<file path="config.mk">
export PLATFORM = sky130hd
export DESIGN_NAME = mem_arbiter
export DESIGN_NICKNAME = d
export VERILOG_FILES = /design/src/rtl/mem_arb_pkg.sv /design/src/rtl/mem_arb_rr.sv /design/src/rtl/mem_arbiter.sv
export SDC_FILE = /design/constraint.sdc
export NUM_CORES = 1
export LEC_CHECK = 0
export CAP_MARGIN = 20
export CORE_AREA = 2 2 113 115
export CTS_CLUSTER_DIAMETER = 60
export CTS_CLUSTER_SIZE = 30
export DETAILED_ROUTE_END_ITERATION = 12
export DIE_AREA = 0 0 115 117
export GPL_ROUTABILITY_DRIVEN = 0
export HOLD_SLACK_MARGIN = 0.15
export SETUP_SLACK_MARGIN = 0.3
export SYNTH_ARGS = -nofsm -noshare
export SYNTH_HDL_FRONTEND = slang
export SYNTH_HIERARCHICAL = 1
export SYNTH_SLANG_ARGS = --single-unit
</file>
<file path="constraint.sdc">
create_clock -name clk -period 1.57 [get_ports clk]
set_input_delay 0.157 -clock clk [delete_from_list [all_inputs] [get_ports clk]]
set_output_delay 0.157 -clock clk [all_outputs]
set_load 0.02 [all_outputs]
</file>
<file path="src/rtl/mem_arb_pkg.sv">
// Shared types and constants for the two-port memory arbiter.
package mem_arb_pkg;

  typedef enum logic [1:0] {
    IDLE  = 2'd0,
    CMD   = 2'd1,
    RDATA = 2'd2,
    WDATA = 2'd3
  } arb_state_e;

  localparam logic PORT_IMEM = 1'b0;
  localparam logic PORT_DMEM = 1'b1;

  localparam logic CMD_READ  = 1'b0;
  localparam logic CMD_WRITE = 1'b1;

endpackage

</file>
<file path="src/rtl/mem_arb_rr.sv">
// Two-way round-robin picker: on a tie, the port that was not served last wins.
module mem_arb_rr
  import mem_arb_pkg::*;
(
  input  logic [1:0] req,
  input  logic       last,
  output logic       grant,
  output logic       grant_valid
);

  // Pick a port from the current requests and the last-served index.
  always_comb begin
    grant_valid = |req;
    grant       = PORT_IMEM;
    if (req == 2'b11) begin
      grant = ~last;
    end else if (req[PORT_DMEM]) begin
      grant = PORT_DMEM;
    end
  end

endmodule

</file>
<file path="src/rtl/mem_arbiter.sv">
// Shares one memory request port between imem and dmem, one transaction at a time.
module mem_arbiter
  import mem_arb_pkg::*;
#(
  parameter int unsigned p_ADDR_BITS = 32,
  parameter int unsigned p_DATA_BITS = 32,
  parameter int unsigned p_STRB_BITS = p_DATA_BITS / 8
) (
  input  logic                   clk,
  input  logic                   rst,
  // imem requester
  input  logic [p_ADDR_BITS-1:0] imem_addr,
  input  logic                   imem_cmd,
  input  logic [1:0]             imem_size,
  input  logic                   imem_valid,
  output logic                   imem_ready,
  output logic                   imem_r_valid,
  output logic [p_DATA_BITS-1:0] imem_r_data,
  output logic                   imem_r_resp,
  input  logic                   imem_r_ready,
  // dmem requester
  input  logic [p_ADDR_BITS-1:0] dmem_addr,
  input  logic                   dmem_cmd,
  input  logic [1:0]             dmem_size,
  input  logic                   dmem_valid,
  output logic                   dmem_ready,
  output logic                   dmem_r_valid,
  output logic [p_DATA_BITS-1:0] dmem_r_data,
  output logic                   dmem_r_resp,
  input  logic                   dmem_r_ready,
  input  logic                   dmem_w_valid,
  input  logic [p_STRB_BITS-1:0] dmem_w_strb,
  input  logic [p_DATA_BITS-1:0] dmem_w_data,
  output logic                   dmem_w_ready,
  output logic                   dmem_w_resp,
  // downstream memory port
  output logic [p_ADDR_BITS-1:0] mem_addr,
  output logic                   mem_cmd,
  output logic [1:0]             mem_size,
  output logic                   mem_valid,
  input  logic                   mem_ready,
  input  logic                   mem_r_valid,
  input  logic [p_DATA_BITS-1:0] mem_r_data,
  input  logic                   mem_r_resp,
  output logic                   mem_r_ready,
  output logic                   mem_w_valid,
  output logic [p_STRB_BITS-1:0] mem_w_strb,
  output logic [p_DATA_BITS-1:0] mem_w_data,
  input  logic                   mem_w_ready,
  input  logic                   mem_w_resp
);

  arb_state_e state_q, state_d;
  logic       grant_q, grant_d;
  logic       r_last_q, r_last_d;

  logic       rr_grant;
  logic       rr_valid;

  logic [p_ADDR_BITS-1:0] g_addr;
  logic                   g_cmd;
  logic [1:0]             g_size;
  logic                   g_r_ready;

  mem_arb_rr u_rr (
    .req         ({dmem_valid, imem_valid}),
    .last        (r_last_q),
    .grant       (rr_grant),
    .grant_valid (rr_valid)
  );

  // Select the granted requester's payload; payload is never registered.
  always_comb begin
    g_addr    = (grant_q == PORT_DMEM) ? dmem_addr    : imem_addr;
    g_cmd     = (grant_q == PORT_DMEM) ? dmem_cmd     : imem_cmd;
    g_size    = (grant_q == PORT_DMEM) ? dmem_size    : imem_size;
    g_r_ready = (grant_q == PORT_DMEM) ? dmem_r_ready : imem_r_ready;
  end

  // Output routing and next-state; every output idles at zero.
  always_comb begin
    mem_addr     = '0;
    mem_cmd      = 1'b0;
    mem_size     = '0;
    mem_valid    = 1'b0;
    mem_r_ready  = 1'b0;
    mem_w_valid  = 1'b0;
    mem_w_strb   = '0;
    mem_w_data   = '0;
    imem_ready   = 1'b0;
    imem_r_valid = 1'b0;
    imem_r_data  = '0;
    imem_r_resp  = 1'b0;
    dmem_ready   = 1'b0;
    dmem_r_valid = 1'b0;
    dmem_r_data  = '0;
    dmem_r_resp  = 1'b0;
    dmem_w_ready = 1'b0;
    dmem_w_resp  = 1'b0;
    state_d      = state_q;
    grant_d      = grant_q;
    r_last_d     = r_last_q;

    unique case (state_q)
      IDLE: begin
        if (rr_valid) begin
          grant_d = rr_grant;
          state_d = CMD;
        end
      end

      CMD: begin
        mem_valid = 1'b1;
        mem_addr  = g_addr;
        mem_cmd   = g_cmd;
        mem_size  = g_size;
        if (grant_q == PORT_DMEM) begin
          dmem_ready = mem_ready;
          // Only a write command opens the W channel, so a read can't consume write data.
          if (g_cmd == CMD_WRITE) begin
            mem_w_valid  = dmem_w_valid;
            mem_w_strb   = dmem_w_strb;
            mem_w_data   = dmem_w_data;
            dmem_w_ready = mem_w_ready;
            dmem_w_resp  = mem_w_resp;
          end
        end else begin
          imem_ready = mem_ready;
        end
        if (mem_ready) begin
          r_last_d = grant_q;
          if (g_cmd == CMD_READ) begin
            state_d = RDATA;
          end else if (mem_w_valid && mem_w_ready) begin
            state_d = IDLE;
          end else begin
            // An imem write never gets write data and parks here until reset.
            state_d = WDATA;
          end
        end
      end

      WDATA: begin
        if (grant_q == PORT_DMEM) begin
          mem_w_valid  = dmem_w_valid;
          mem_w_strb   = dmem_w_strb;
          mem_w_data   = dmem_w_data;
          dmem_w_ready = mem_w_ready;
          dmem_w_resp  = mem_w_resp;
        end
        if (mem_w_valid && mem_w_ready) begin
          state_d = IDLE;
        end
      end

      RDATA: begin
        mem_r_ready = g_r_ready;
        if (grant_q == PORT_DMEM) begin
          dmem_r_valid = mem_r_valid;
          dmem_r_data  = mem_r_data;
          dmem_r_resp  = mem_r_resp;
        end else begin
          imem_r_valid = mem_r_valid;
          imem_r_data  = mem_r_data;
          imem_r_resp  = mem_r_resp;
        end
        if (mem_r_valid && mem_r_ready) begin
          state_d = IDLE;
        end
      end

      default: state_d = IDLE;
    endcase
  end

  // State, grant and last-served registers; r_last starts at dmem so imem wins the first tie.
  always_ff @(posedge clk or posedge rst) begin
    if (rst) begin
      state_q  <= IDLE;
      grant_q  <= PORT_IMEM;
      r_last_q <= PORT_DMEM;
    end else begin
      state_q  <= state_d;
      grant_q  <= grant_d;
      r_last_q <= r_last_d;
    end
  end

endmodule
</file>
==> out/qor.csv, run 1 <==
stage,metric,value,unit
sta,worst_pin_slew,0.285,ns
detailed_routing,vias_per_cell,4.06,
power_and_ir_drop,vdd.ir_drop.worst,0.000645,V
critical_path,cp_common_cell,buf_6,
layout,layout_commonest_cell,clkdlybuf4s50_1,
die,dieArea,0.0135,mm2
sta,slew_violations,0,
detailed_routing,drc,0,
hold_path,hold_class,input pin to async pin,
synthesis,ys_top_cells_by_area,"and2_1, mux2i_1, nor2_1, buf_4, dfrtp_1",
power_and_ir_drop,intPower,5.40,mW
status,status,finished with violations,
cts,htreeDepth,1,
synthesis,synth_nets,381,
power_and_ir_drop,total_power,9.30,mW
power_and_ir_drop,p_comb_frac,0.931,
die,die_w,115,um
critical_path,critPathMaxStageDelay,0.42,ns
synthesis,avgSynthCellArea,6.85,um2
die,ios,296,
status,violations,setup timing,
power_and_ir_drop,clockPowerShare,0.045,
grt,grt_pass1_wl,15000,um
power_and_ir_drop,leakage,2.72,nW
place,dpl.hpwl,8520,um
die,die_h,117,um
layout,num-nets-final,723,
grt,grt.overflow.total,0,
critical_path,slowest_stage,dfrtp_2,
detailed_routing,drtPass1Iterations,4,
detailed_routing,routed_wl,11700,um
die,core,0.0123,mm2
cts,cts_hold_buf,0,
grt,grt_max_degree,35,
flow_run,cap_violations,0,
power_and_ir_drop,seq_power_share,0.024,
sta,setup-violations-final,101,
grt,antenna_found_initial,1,
critical_path,crit_buf_inv,4,
critical_path,startpoint_type,flop,
synthesis,syn_area,0.00158,mm2
cts,tritoncts,done,
synthesis,synth_cells,231,
critical_path,path_cells,buf_6 -> buf_6 -> buf_6 -> mux2_4 -> nor2b_4 -> buf_6,
detailed_routing,first_iter_violations,59,
critical_path,required,1.41,ns
cts,cts_sinks,4,
critical_path,arrival,1.56,ns
cts,clockBufferDepth,2,
layout,fill_cells,1135,
cts,path_clk_slew,0.03,ns
layout,final_cell_mix,"clkdlybuf4s50_1, buf_6, and2_4",
place,io_buffers,295,
sta,finalCritPeriodShare,1.09,
power_and_ir_drop,swShare,0.420,
cts,clock_latency,0.23,ns
grt,first_global_vias,2838,
layout,final_cell_count_no_fill,723,
synthesis,seq_area_frac_synth,0.0640,
power_and_ir_drop,power_switching,3.90,mW
layout,regArea,104,um2
sta,hold_viol_final,0,
synthesis,synth-edff-count,0,
cts,cts_buffers,3,
detailed_routing,drtAntennaViolNets,0,
place,dp.cells,673,
sta,slew_headroom,0.805,
detailed_routing,vias,2937,
grt,grtUsageTotal,0.142,
power_and_ir_drop,power_density,1540,mW/mm2
die,start_util,0.129,
sta,post-route-min-period,1.72,ns
synthesis,yosys_warnings,6,
sta,fmax,583,MHz
synthesis,synth_area_leader_cell,and2_1,
synthesis,synth-seq-cells,4,
critical_path,crit_type,flop to output port,
synthesis,ys_async_sr_fraction,1.00,
synthesis,synthDistinctLibCells,27,
sta,layout_setup_ws,-0.146,ns
critical_path,crit_fanout,3,
sta,clock_skew,0.00134,ns
sta,rsz0062_at_grt,yes,
layout,drive_gt1_frac,0.631,
synthesis,synthFlopType,dfrtp_1,
layout,syn2layout_area_growth,283,%
critical_path,end_kind,output port,
critical_path,path_delay_family,buffers and inverters,
synthesis,synth_top_area_frac,0.423,
detailed_routing,detail_route.wl_per_cell,16.2,um
cts,ctsRootBufferMaster,clkbuf_16,
die,core.rowCount,41,
layout,multi_input_area,0.00186,mm2
[power groups by stage]
stage / Clock (mW) / Combinational, mW / Sequential (mW)
3_3_place_gp: 0 / 6.00 / 0.254
3_5_place_dp: 0 / 6.04 / 0.248
6_report: 0.418 / 8.65 / 0.227
4_1_cts: 0.427 / 6.83 / 0.226
2_1_floorplan: 0 / 3.44 / 0.189
5_1_grt: 0.437 / 9.12 / 0.237
[worst reg2reg max path, stage by stage (launching register included)]
cell,delay [ns]
dfrtp_2,0.42
buf_6,0.14
buf_4,0.12
buf_6,0.10
buf_6,0.11
mux2i_4,0.19
buf_6,0.12
buf_6,0.10
o22ai_2,0.15
o2bb2ai_1,0.12
[cells by family after synthesis]
family,after synthesis,share of synthesized area
compound gates,9,0.0427
buf+inv,23,0.0925
flops,4,0.0640
mux,37,0.236
simple gates,158,0.565
[worst paths after layout]
path / from / end / slack [ns] / depth (start not counted)
worst max-delay path: grant_q$_DFFE_PP0P_ / mem_r_ready / -0.15 / 6
worst min-delay path: rst / state_q[0]$_DFFE_PP0P_ / 0.14 / 2
worst max register to register: grant_q$_DFFE_PP0P_ / state_q[0]$_DFFE_PP0P_ / -0.08 / 9
worst min register to register: r_last_q$_DFFE_PP1P_ / r_last_q$_DFFE_PP1P_ / 0.52 / 1
max in group asynchronous: rst / r_last_q$_DFFE_PP1P_ / 1.19 / 2
min in group clk: r_last_q$_DFFE_PP1P_ / r_last_q$_DFFE_PP1P_ / 0.52 / 1
[synth_stat cells, types with 3 or more instances]
master,instances
buf_4,10
mux2i_1,35
dfrtp_1,3
nor2_1,37
buf_2,6
and2_1,107
nand2_1,5
[metal layers]
layer / track usage / vias up / share of wire
met5: 0 / - / 0
met4: 0.0402 / 0 / 0.0073
met3: 0.0412 / 6 / 0.10
met2: 0.274 / 182 / 0.55
met1: 0.149 / 1323 / 0.34
li1: - / 1426 / -
[sequential cells by signal, indices dropped and copies added (netlist names)]
register / flops
r_last_q: 1
grant_q: 1
state_q: 2
[layout make-up]
class | count | area share
well taps | 150 | 0.0310
repair buffers | 357 | 0.629
clock buffers | 4 | 0.0130
flip-flops and latches | 4 | 0.0172
multi-input cells | 204 | 0.308
diodes | 1 | 0.000413
inverters | 3 | 0.00227
[repair_timing]
item | CTS | global route
pin swaps | 3 | 38
cloned | 4 | 7
setup endpoints to repair | 149 | 149
gates resized for setup | 575 | 358
buffers inserted | 14 | 20
[through the flow]
| stage | util | cell area, um2 | TNS, ns | setup WS [ns] | hold WS (ns) |
|---|---|---|---|---|---|
| finish | 0.492 | 6050 | -7.02 | -0.146 | 0.144 |
| detailed placement | 0.407 | 5000 | -40.24 | -0.388 | 0.384 |
| floorplan | - | 1820 | 0 | 0.234 | -0.0776 |
| CTS | 0.441 | 5430 | -15.40 | -0.411 | 0.151 |
| global placement | 0.407 | 5000 | -41.37 | -0.353 | 0.380 |
| global route | 0.492 | 6050 | -12.42 | -0.179 | 0.157 |
No activity file was read; power rests on OpenSTA's default activity.
==> run 2, diff against run 1 <==
--- a/config.mk
+++ b/config.mk
@@ -11,8 +11,9 @@
 export CTS_CLUSTER_SIZE = 30
 export DETAILED_ROUTE_END_ITERATION = 12
 export DIE_AREA = 0 0 115 117
-export GPL_ROUTABILITY_DRIVEN = 0
+export GPL_ROUTABILITY_DRIVEN = 1
 export HOLD_SLACK_MARGIN = 0.15
+export REMOVE_ABC_BUFFERS = 1
 export SETUP_SLACK_MARGIN = 0.3
 export SYNTH_ARGS = -nofsm -noshare
 export SYNTH_HDL_FRONTEND = slang
==> run 2 against run 1 <==
- the flow still finishes with violations (setup timing)
- global-route usage shrank 0.20 points
- via count shrank 3.0%
- critical path type unchanged
- hold slack hardly changed
- flip-flop and latch count is the same
- clock skew hardly changed
- critical endpoint is now mem_w_data[5]
- core utilization shrank 6.0 points
- total power is 14% lower
- sequential power about the same
- cell count shrank 2.1%
- largest power group unchanged
- clock power is 1% lower
- combinational power is 15% lower
- die area did not move
==> out/qor.csv, run 2 (synthesis results as in run 1) <==
stage,metric,value,unit,change
sta,rsz0062_at_grt,yes,,
cts,clockBufferDepth,2,,unchanged
cts,tritoncts,done,,
critical_path,crit_type,flop to output port,,
sta,hold_viol_final,0,,unchanged
grt,grtUsageTotal,0.140,,-0.00203
die,die_h,117,um,unchanged
die,core.rowCount,41,,unchanged
cts,ctsRootBufferMaster,clkbuf_16,,
power_and_ir_drop,vdd.ir_drop.worst,0.000479,V,-26%
sta,worst_pin_slew,0.211,ns,-0.0738 ns
detailed_routing,vias_per_cell,4.02,,-0.98%
cts,cts_buffers,3,,unchanged
layout,num-nets-final,709,,-1.9%
detailed_routing,vias,2848,,-3.0%
critical_path,startpoint_type,flop,,
layout,top_register,state_q,,
sta,finalSetupTns,-3.73,ns,+3.30 ns
detailed_routing,drtPass1Iterations,4,,unchanged
sta,slew_violations,0,,unchanged
detailed_routing,drc,0,,unchanged
layout,syn2layout_area_growth,236,%,
critical_path,required,1.41,ns,about the same
die,core,0.0123,mm2,unchanged
place,dpl.hpwl,8940,um,+4.9%
power_and_ir_drop,power_density,1500,mW/mm2,-2.5%
place,dp.cells,674,,+0.15%
die,dieArea,0.0135,mm2,unchanged
detailed_routing,drtAntennaViolNets,0,,unchanged
die,start_util,0.129,,unchanged
place,place_ws,-0.414,ns,-0.0256 ns
sta,slew_headroom,0.859,,+0.0542
cts,path_clk_slew,0.03,ns,about the same
critical_path,arrival,1.51,ns,-0.05 ns
layout,largest_register_ffs,2,,unchanged
status,status,finished with violations,,
sta,layout_setup_ws,-0.0990,ns,+0.0465 ns
die,ios,296,,unchanged
critical_path,crit_fanout,19,,+16
cts,clock_latency,0.22,ns,about the same
hold_path,hold_class,input pin to async pin,,
sta,setup-violations-final,74,,-27%
flow_run,cap_violations,0,,unchanged
status,violations,setup timing,,
power_and_ir_drop,total_power,7.95,mW,-14%
cts,htreeDepth,1,,unchanged
grt,grt_max_degree,39,,+11%
detailed_routing,first_iter_violations,48,,-19%
sta,clock_skew,0.00150,ns,+0.000162 ns
die,die_w,115,um,unchanged
grt,antenna_found_initial,0,,-1
critical_path,end_kind,output port,,
grt,grt_pass1_wl,14600,um,-2.4%
cts,cts_sinks,4,,unchanged
grt,grt.overflow.total,0,,unchanged
cts,cts_hold_buf,0,,unchanged
layout,final_cell_mix,"clkdlybuf4s50_1, buf_6, and2_1",,
layout,n_antenna_cell,0,,-1
power_and_ir_drop,leakage,2.57,nW,-5.3%
sta,fmax,599,MHz,+2.8%
detailed_routing,detail_route.wl_per_cell,16.1,um,-0.75%
layout,layout_commonest_cell,clkdlybuf4s50_1,,
layout,final_cell_count_no_fill,708,,-2.1%
grt,first_global_vias,2732,,-3.7%
detailed_routing,routed_wl,11400,um,-2.8%
sta,post-route-min-period,1.67,ns,-0.0465 ns
sta,finalCritPeriodShare,1.06,,-0.0296
place,place_congestion,0.732,,
layout,largest_registers,"state_q: 2 flops, grant_q: 1 flops, r_last_q: 1 flops",,
layout,drive_gt1_frac,0.468,,-0.163
place,io_buffers,295,,unchanged
## run 2: cell count changes in the layout (fill, tap and decap cells not counted), moves of 25 or more
cell,change
buf_6,-50
and2_2,-32
and2_1,+34
buf_4,+25
nor2_1,+34
## run 2: per-layer routing
metal  global-route usage  vias up  part of all wire
li1                     -     1384                 -
met1                0.132     1266              0.30
met2                0.291      186              0.57
met3               0.0474       12              0.11
met4               0.0257        0             0.015
met5                    0        -                 0
## run 2: path summary, 6_finish.rpt
check                                       start                      to  slack, ns  depth (start not counted)
max                        state_q[1]$_DFFE_PP0P_           mem_w_data[5]       -0.1                          5
min                                           rst  state_q[0]$_DFFE_PP0P_       0.14                          2
max reg2reg                   grant_q$_DFFE_PP0P_  state_q[1]$_DFFE_PP0P_       0.17                          6
min reg2reg                  r_last_q$_DFFE_PP1P_    r_last_q$_DFFE_PP1P_       0.51                          1
max in group asynchronous                     rst    r_last_q$_DFFE_PP1P_       1.19                          2
min in group clk             r_last_q$_DFFE_PP1P_    r_last_q$_DFFE_PP1P_       0.51                          1
## run 2: final cells by class
class | count | area, um2
clock buffers | 4 | 78.8
fillers | 1254 | 7000
inverters | 3 | 13.8
multi-input cells | 204 | 1510
flip-flops and latches | 4 | 104
well taps | 150 | 188
repair buffers | 343 | 3410
## run 2: where the power goes
part	switching, mW	internal, mW	leakage (nW)
sequential	0.0578	0.167	0.0431
clock	0.0758	0.336	0.0382
combinational	3.28	4.04	2.49
## run 2: worst max-delay path: stages (launching register included)
cell and delay [ns]:
dfrtp_2 0.43, buf_6 0.13, o211a_4 0.26, buf_12 0.15, and2_1 0.18, buf_6 0.13
## run 2: what timing repair did
item,in CTS,in global routing
setup buffers,10,9
endpoints found under the setup margin,148,149
gates cloned,2,9
resized for setup,587,257
pin swaps,6,47
## run 2: metrics by stage
step	util	hold slack (ns)	cell area, um2
floorplan	-	-0.0776	1450
global placement	0.388	0.379	4770
detailed placement	0.388	0.386	4770
CTS	0.376	0.158	4630
global route	0.431	0.176	5310
finish	0.431	0.144	5310
